**config.mk**
```make
export PLATFORM = sky130hd
export DESIGN_NAME = wb_fifo_slave_flat
export DESIGN_NICKNAME = d
export VERILOG_FILES = /design/src/rtl/wb_pkg.sv /design/src/rtl/wb_fifo_slave_if.sv /design/src/rtl/sync_fifo.sv /design/src/rtl/wb_fifo_slave.sv /design/src/flat_wrapper.sv
export SDC_FILE = /design/constraint.sdc
export NUM_CORES = 1
export LEC_CHECK = 0
export CORE_UTILIZATION = 60
export DETAILED_ROUTE_END_ITERATION = 12
export GPL_TIMING_DRIVEN = 1
export PLACE_DENSITY = 0.85
export SLEW_MARGIN = 20
export SYNTH_ARGS = -nofsm -noshare
export SYNTH_HDL_FRONTEND = slang
export SYNTH_SLANG_ARGS = --single-unit
```
**constraint.sdc**
```tcl
create_clock -name clk_i -period 10.8 [get_ports clk_i]
set_clock_uncertainty 0.1 [all_clocks]
set_input_delay 2.16 -clock clk_i [delete_from_list [all_inputs] [get_ports clk_i]]
set_output_delay 2.16 -clock clk_i [all_outputs]
set_load 0.1 [all_outputs]
```
**src/rtl/wb_pkg.sv**
```systemverilog
// rtl/wb_pkg.sv - register map, bit positions and FSM state type for the mailbox slave
package wb_pkg;

  localparam int WB_DATA_WIDTH = 32;

  // Byte offsets; only adr_i[3:2] is decoded.
  localparam logic [3:0] REG_DATA   = 4'h0;
  localparam logic [3:0] REG_STATUS = 4'h4;
  localparam logic [3:0] REG_CTRL   = 4'h8;

  localparam int STAT_EMPTY = 16;
  localparam int STAT_FULL  = 17;
  localparam int STAT_OVF   = 18;
  localparam int STAT_UDF   = 19;

  localparam int CTRL_FLUSH = 0;
  localparam int CTRL_CLR   = 1;

  typedef enum logic {
    ST_IDLE = 1'b0,
    ST_RESP = 1'b1
  } bus_state_t;

endpackage

```
**src/rtl/wb_fifo_slave_if.sv**
```systemverilog
// rtl/wb_fifo_slave_if.sv - Wishbone classic bus plus outbound stream of the mailbox slave
interface wb_fifo_slave_if
  import wb_pkg::*;
#(
  parameter int DATA_WIDTH = WB_DATA_WIDTH,
  parameter int ADDR_WIDTH = 12
);
  logic                    cyc_i;
  logic                    stb_i;
  logic                    we_i;
  logic [ADDR_WIDTH-1:0]   adr_i;
  logic [DATA_WIDTH/8-1:0] sel_i;
  logic [DATA_WIDTH-1:0]   dat_i;
  logic [DATA_WIDTH-1:0]   dat_o;
  logic                    ack_o;
  logic                    err_o;
  logic                    m_valid;
  logic                    m_ready;
  logic [DATA_WIDTH-1:0]   m_data;

  modport slave (
    input  cyc_i, stb_i, we_i, adr_i, sel_i, dat_i, m_ready,
    output dat_o, ack_o, err_o, m_valid, m_data
  );

  modport master (
    output cyc_i, stb_i, we_i, adr_i, sel_i, dat_i, m_ready,
    input  dat_o, ack_o, err_o, m_valid, m_data
  );
endinterface

```
**src/rtl/sync_fifo.sv**
```systemverilog
// rtl/sync_fifo.sv - single-clock FIFO with pre-edge full check and flush
module sync_fifo
  import wb_pkg::*;
#(
  parameter int DATA_WIDTH = WB_DATA_WIDTH,
  parameter int DEPTH      = 8,
  localparam int AW        = $clog2(DEPTH),
  localparam int CW        = AW + 1
) (
  input  logic                  clk_i,
  input  logic                  rst_i,
  input  logic                  push,
  input  logic [DATA_WIDTH-1:0] push_data,
  input  logic                  pop,
  input  logic                  flush,
  output logic [DATA_WIDTH-1:0] head,
  output logic [CW-1:0]         count,
  output logic                  full,
  output logic                  empty
);
  logic [DATA_WIDTH-1:0] r_mem [DEPTH];
  logic [AW-1:0]         r_wptr;
  logic [AW-1:0]         r_rptr;
  logic [CW-1:0]         r_count;
  logic                  w_push_ok;
  logic                  w_pop_ok;

  assign full      = (r_count == CW'(DEPTH));
  assign empty     = (r_count == '0);
  assign w_push_ok = push & ~full;
  assign w_pop_ok  = pop & ~empty;
  assign head      = r_mem[r_rptr];
  assign count     = r_count;

  // Storage carries no reset; contents are meaningless until counted.
  always_ff @(posedge clk_i) begin
    if (w_push_ok) begin
      r_mem[r_wptr] <= push_data;
    end
  end

  always_ff @(posedge clk_i or posedge rst_i) begin
    if (rst_i) begin
      r_wptr  <= '0;
      r_rptr  <= '0;
      r_count <= '0;
    end else if (flush) begin
      r_wptr  <= '0;
      r_rptr  <= '0;
      r_count <= '0;
    end else begin
      if (w_push_ok) begin
        r_wptr <= r_wptr + AW'(1);
      end
      if (w_pop_ok) begin
        r_rptr <= r_rptr + AW'(1);
      end
      r_count <= r_count + CW'(w_push_ok) - CW'(w_pop_ok);
    end
  end
endmodule

```
**src/rtl/wb_fifo_slave.sv**
```systemverilog
// rtl/wb_fifo_slave.sv - Wishbone classic slave pushing bus writes into a FIFO drained by a stream port
module wb_fifo_slave
  import wb_pkg::*;
#(
  parameter int DATA_WIDTH = WB_DATA_WIDTH,
  parameter int ADDR_WIDTH = 12,
  parameter int DEPTH      = 8
) (
  input  logic            clk_i,
  input  logic            rst_i,
  wb_fifo_slave_if.slave  bus
);
  localparam int CW = $clog2(DEPTH) + 1;

  bus_state_t            r_state;
  bus_state_t            w_state_n;
  logic                  r_ack;
  logic                  r_err;
  logic [DATA_WIDTH-1:0] r_dat;
  logic                  r_ovf;
  logic                  r_udf;

  logic                  w_req;
  logic [3:0]            w_off;
  logic                  w_addr_hi_zero;
  logic                  w_push;
  logic                  w_pop;
  logic                  w_flush;
  logic                  w_clr;
  logic                  w_set_ovf;
  logic                  w_set_udf;
  logic                  w_ack_n;
  logic                  w_err_n;
  logic [DATA_WIDTH-1:0] w_dat_n;
  logic [DATA_WIDTH-1:0] w_status;
  logic [DATA_WIDTH-1:0] w_head;
  logic [CW-1:0]         w_count;
  logic                  w_full;
  logic                  w_empty;
  logic                  w_unused_adr;

  assign w_req          = bus.cyc_i & bus.stb_i;
  assign w_off          = {bus.adr_i[3:2], 2'b00};
  assign w_addr_hi_zero = (bus.adr_i[ADDR_WIDTH-1:4] == '0);
  assign w_unused_adr   = ^bus.adr_i[1:0];
  assign w_pop          = ~w_empty & bus.m_ready;

  sync_fifo #(
    .DATA_WIDTH (DATA_WIDTH),
    .DEPTH      (DEPTH)
  ) u_fifo (
    .clk_i     (clk_i),
    .rst_i     (rst_i),
    .push      (w_push),
    .push_data (bus.dat_i),
    .pop       (w_pop),
    .flush     (w_flush),
    .head      (w_head),
    .count     (w_count),
    .full      (w_full),
    .empty     (w_empty)
  );

  always_comb begin
    w_status             = '0;
    w_status[15:0]       = 16'(w_count);
    w_status[STAT_EMPTY] = w_empty;
    w_status[STAT_FULL]  = w_full;
    w_status[STAT_OVF]   = r_ovf;
    w_status[STAT_UDF]   = r_udf;
  end

  // Every side effect happens on the IDLE sampling edge; RESP only holds the response.
  always_comb begin
    w_state_n = r_state;
    w_push    = 1'b0;
    w_flush   = 1'b0;
    w_clr     = 1'b0;
    w_set_ovf = 1'b0;
    w_set_udf = 1'b0;
    w_ack_n   = 1'b0;
    w_err_n   = 1'b0;
    w_dat_n   = '0;
    case (r_state)
      ST_IDLE: begin
        if (w_req) begin
          w_state_n = ST_RESP;
          if (!w_addr_hi_zero) begin
            w_err_n = 1'b1;
          end else begin
            case (w_off)
              REG_DATA: begin
                if (bus.we_i) begin
                  if (!(&bus.sel_i)) begin
                    w_err_n = 1'b1;
                  end else if (w_full) begin
                    w_err_n   = 1'b1;
                    w_set_ovf = 1'b1;
                  end else begin
                    w_ack_n = 1'b1;
                    w_push  = 1'b1;
                  end
                end else if (w_empty) begin
                  w_err_n   = 1'b1;
                  w_set_udf = 1'b1;
                end else begin
                  w_ack_n = 1'b1;
                  w_dat_n = w_head;
                end
              end
              REG_STATUS: begin
                w_ack_n = 1'b1;
                if (!bus.we_i) begin
                  w_dat_n = w_status;
                end
              end
              REG_CTRL: begin
                w_ack_n = 1'b1;
                if (bus.we_i) begin
                  w_flush = bus.dat_i[CTRL_FLUSH];
                  w_clr   = bus.dat_i[CTRL_CLR];
                end
              end
              default: begin
                w_err_n = 1'b1;
              end
            endcase
          end
        end
      end
      ST_RESP: begin
        w_state_n = ST_IDLE;
      end
      default: begin
        w_state_n = ST_IDLE;
      end
    endcase
  end

  always_ff @(posedge clk_i or posedge rst_i) begin
    if (rst_i) begin
      r_state <= ST_IDLE;
      r_ack   <= 1'b0;
      r_err   <= 1'b0;
      r_dat   <= '0;
      r_ovf   <= 1'b0;
      r_udf   <= 1'b0;
    end else begin
      r_state <= w_state_n;
      r_ack   <= w_ack_n;
      r_err   <= w_err_n;
      r_dat   <= w_dat_n;
      r_ovf   <= w_clr ? 1'b0 : (r_ovf | w_set_ovf);
      r_udf   <= w_clr ? 1'b0 : (r_udf | w_set_udf);
    end
  end

  assign bus.ack_o   = r_ack;
  assign bus.err_o   = r_err;
  assign bus.dat_o   = r_dat;
  assign bus.m_valid = ~w_empty;
  assign bus.m_data  = w_head;
endmodule

```
**src/flat_wrapper.sv**
```systemverilog
// flat-port wrapper written by rule: the top's interface ports become plain ports
module wb_fifo_slave_flat import wb_pkg::*;
#(
  parameter int DATA_WIDTH = WB_DATA_WIDTH,
  parameter int ADDR_WIDTH = 12,
  parameter int DEPTH      = 8
)
  (clk_i, rst_i, bus_cyc_i, bus_stb_i, bus_we_i, bus_adr_i, bus_sel_i, bus_dat_i, bus_m_ready, bus_dat_o, bus_ack_o, bus_err_o, bus_m_valid, bus_m_data);
  wb_fifo_slave_if #(.DATA_WIDTH(DATA_WIDTH), .ADDR_WIDTH(ADDR_WIDTH)) bus_i ();
  input  logic clk_i;
  input  logic rst_i;
  input wire logic [$bits(bus_i.cyc_i)-1:0] bus_cyc_i;
  input wire logic [$bits(bus_i.stb_i)-1:0] bus_stb_i;
  input wire logic [$bits(bus_i.we_i)-1:0] bus_we_i;
  input wire logic [$bits(bus_i.adr_i)-1:0] bus_adr_i;
  input wire logic [$bits(bus_i.sel_i)-1:0] bus_sel_i;
  input wire logic [$bits(bus_i.dat_i)-1:0] bus_dat_i;
  input wire logic [$bits(bus_i.m_ready)-1:0] bus_m_ready;
  output wire logic [$bits(bus_i.dat_o)-1:0] bus_dat_o;
  output wire logic [$bits(bus_i.ack_o)-1:0] bus_ack_o;
  output wire logic [$bits(bus_i.err_o)-1:0] bus_err_o;
  output wire logic [$bits(bus_i.m_valid)-1:0] bus_m_valid;
  output wire logic [$bits(bus_i.m_data)-1:0] bus_m_data;
  assign bus_i.cyc_i = bus_cyc_i;
  assign bus_i.stb_i = bus_stb_i;
  assign bus_i.we_i = bus_we_i;
  assign bus_i.adr_i = bus_adr_i;
  assign bus_i.sel_i = bus_sel_i;
  assign bus_i.dat_i = bus_dat_i;
  assign bus_i.m_ready = bus_m_ready;
  assign bus_dat_o = bus_i.dat_o;
  assign bus_ack_o = bus_i.ack_o;
  assign bus_err_o = bus_i.err_o;
  assign bus_m_valid = bus_i.m_valid;
  assign bus_m_data = bus_i.m_data;
  wb_fifo_slave #(.DATA_WIDTH(DATA_WIDTH), .ADDR_WIDTH(ADDR_WIDTH), .DEPTH(DEPTH)) u_core (.clk_i(clk_i), .rst_i(rst_i), .bus(bus_i));
endmodule
```
==> results.py <==
metrics = {
    "sta": {
        "rsz0062_at_grt": "false",
        "finalCritPeriodShare_pct": 57.6,
        "finalSetupTns_ns": 0,
        "slew_violations": 0,
        "max_slew_margin_pct": 22.0,
        "worst_slew_pin_slew_ns": 1.17,
        "fin_crit_ns": 6.23,
        "fmax_ghz": 0.161,
        "hold_viol": 0,
        "setup_viol": 0,
    },
    "grt": {
        "grt_start_max_net_pins": 51,
        "grt_use_total_pct": 24.9,
        "grt_pass1_vias": 6306,
        "grt_pass1_wl_um": 36200,
        "overflow": 0,
        "grt_antenna_before_repair": 0,
    },
    "drt": {
        "vias_per_cell": 6.12,
        "num_vias": 5908,
        "drc": 0,
        "detailedRoute.firstIterationViolations": 410,
        "firstDrtPassIters": 5,
        "routed_wl_um": 24400,
        "detail_route.wl_per_cell_um": 25.2,
        "antenna_left": 0,
    },
    "setup_path": {
        "critPathSlowestCell": "clkdlybuf4s50_1",
        "startpoint_type": "flip-flop",
        "critical_path.max_stage_delay_ns": 0.98,
        "endpoint_kind": "primary output",
        "critical_path_arrival_ns": 3.97,
        "cp_data_required_time_ns": 8.54,
        "critPathTopFamily": "buffers and inverters",
        "crit_type": "reg -> out",
        "cp.buffers_inverters": 2,
        "crit_chain": "buf_4 > mux4_2 > mux2_2 > clkdlybuf4s50_1",
        "critPathMaxFanout": 50,
    },
    "placement": {
        "dp.cells": 912,
        "hpwl_um": 12800,
        "finalWeightedCongestion": 0.781,
        "io_buffers": 118,
        "place_area_um2": 13200,
    },
    "power_and_ir_drop": {
        "p_int_mw": 2.35,
        "p_sw_mw": 1.45,
        "combPwrFrac_pct": 38.5,
        "power_frac_clock_pct": 25.7,
        "p_sw_share_pct": 38.2,
        "seqPwrFrac_pct": 35.8,
        "leakagePower_nw": 4.88,
        "vdd_drop_max_v": 0.000266,
        "p_per_area_nw_per_um2": 270,
    },
    "hold_path": {
        "hold_class": "reg -> reg",
    },
    "logic_synthesis": {
        "synth_ff_type": "edfxtp_1",
        "synth_edf_count": 256,
        "syn_avg_cell_area_um2": 21.3,
        "syn_inst": 548,
        "ys_seq_elements": 303,
        "seq_area_frac_synth_pct": 75.9,
        "yosys_warnings": 0,
        "async_flop_share_pct": 15.5,
        "syn-cell-area_um2": 11700,
        "yosysUniqueCellTypes": 41,
        "synth_fp_nets": 615,
    },
    "clock_tree": {
        "path_clk_slew_ns": 0.07,
        "ctsHtreeMaxLevel": 1,
        "cts_tree": "yes",
        "postCtsResizedCells": 0,
        "post_cts_buffers": 0,
        "cts.sinks": 303,
        "clockBufferDepth": 3,
        "numCtsBuffers": 29,
        "cts_root_buffer": "clkbuf_16",
        "clk_latency_ns": 0.53,
        "cts_hold_buf": 0,
    },
    "die": {
        "core_area_um2": 18900,
        "die-area_um2": 20000,
        "die_width_um": 142,
        "initial_core_util_pct": 61.8,
        "num_rows": 50,
        "io-pin-count": 121,
        "dieHeight_um": 142,
    },
    "layout": {
        "final_cell_area_um2": 14100,
        "layout-drive-gt1-share_pct": 23.4,
        "final_cells": 965,
        "syn2layout_area_growth_pct": 20.6,
        "finalNetCount": 750,
        "n_fill_cell": 1042,
    },
    "job": {
        "drv_cap": 0,
    },
    "status": {
        "outcome": "finished, final reports clean",
    },
}
==> cells by family after synthesis <==
logic type	after synthesis	share of synthesized area (%)
buffers and inverters	34	1.72
adder cells (fa/ha/maj)	13	1.46
flip-flops	303	75.9
AO/OA/AOI/OAI	19	1.16
XOR/XNOR	4	0.300
AND/OR/NAND/NOR	79	4.07
multiplexers	96	15.4
==> placed cells by master (no fill, tap or decap), types with 3 or more instances in the layout <==
master	n
edfxtp_1	256
clkdlybuf4s50_1	118
mux4_2	64
dfrtp_1	44
mux2_2	32
clkbuf_16	29
and3_1	27
ha_1	12
buf_4	11
inv_1	8
nand3_1	8
clkbuf_1	8
a22o_1	6
nand2_1	6
nor2_4	6
a21oi_1	6
nor2_1	5
clkbuf_8	5
clkinv_2	4
clkinv_1	4
nor2b_1	3
nor3_1	3
==> worst paths after layout <==
path / start / to / slack (ns) / cells past startpoint
worst max-delay path: u_core.u_fifo.r_rptr[0] / bus_m_data[15] / 4.57 / 4
worst min-delay path: u_core.u_fifo.count[2] / u_core.bus.dat_o[2] / 0.41 / 1
worst max register to register: u_core.u_fifo.r_rptr[0] / u_core.bus.dat_o[2] / 7.92 / 4
worst min register to register: u_core.u_fifo.count[2] / u_core.bus.dat_o[2] / 0.41 / 1
max in group asynchronous: rst_i / u_core.u_fifo.r_rptr[0] / 7.92 / 2
min in group asynchronous: rst_i / u_core.bus.dat_o[25] / 2.04 / 2
==> area by class of cell <==
class | instances | area (µm²) | share of cell area (%)
Antenna cell | 1 | 2.50 | 0.0178
Clock buffer | 42 | 825 | 5.85
Clock inverter | 10 | 98.8 | 0.701
Inverter | 9 | 35.0 | 0.249
Multi-Input combinational cell | 211 | 2670 | 19.0
Sequential cell | 303 | 8870 | 62.9
Tap cell | 260 | 325 | 2.31
Timing Repair Buffer | 129 | 1260 | 8.97
==> through the flow <==
step	setup slack (ns)	util, %	power (mW)	hold WS (ns)
finish	4.57	74.6	3.80	0.407
global route	4.36	74.6	3.90	0.409
detailed placement	5.06	69.7	2.84	0.386
global placement	5.09	69.7	2.82	0.376
floorplan	4.84	-	2.55	0.366
CTS	4.48	74.6	3.82	0.399
==> power by group through the flow <==
stage / Clock [mW] / Sequential (mW) / Combinational [mW]
6_report: 0.977 / 1.36 / 1.46
4_1_cts: 0.984 / 1.36 / 1.47
2_1_floorplan: 0 / 1.32 / 1.23
5_1_grt: 1.03 / 1.36 / 1.51
3_5_place_dp: 0 / 1.38 / 1.46
3_3_place_gp: 0 / 1.38 / 1.43
==> registers in the layout, indices dropped and copies added, names as in the netlist <==
signal,count
u_core.u_fifo.r_wptr,3
u_core.u_fifo.r_mem,256
u_core.u_fifo.count,4
u_core.u_fifo.r_rptr,3
u_core.bus.err_o,1
u_core.r_udf,1
u_core.r_ovf,1
u_core.bus.dat_o,32
u_core.bus.ack_o,1
u_core.r_state,1
==> cells in the mapped netlist, drive strengths merged (3+ instances only) <==
cell / count / area (µm²)
mux2: 32 / 360
and2: 3 / 21.3
clkbuf: 6 / 22.5
nor2b: 3 / 18.8
ha: 12 / 150
a22o: 6 / 52.6
inv: 9 / 33.8
dfrtp: 47 / 1180
nor3: 5 / 25.0
a21oi: 6 / 30.0
mux4: 64 / 1440
nor2: 11 / 41.3
edfxtp: 256 / 7690
and3: 27 / 169
nand2: 6 / 22.5
nand3: 8 / 40.0
buf: 19 / 145
==> per-layer routing <==
metal  up-vias  track usage (%)  share of wire [%]
met4         0             7.41                1.5
met3        35             4.49                7.2
met5         -                0                  0
met2       279             42.8                 52
li1       2496                -                  -
met1      3098             33.0                 39
Power figures use the tool's default switching activity.
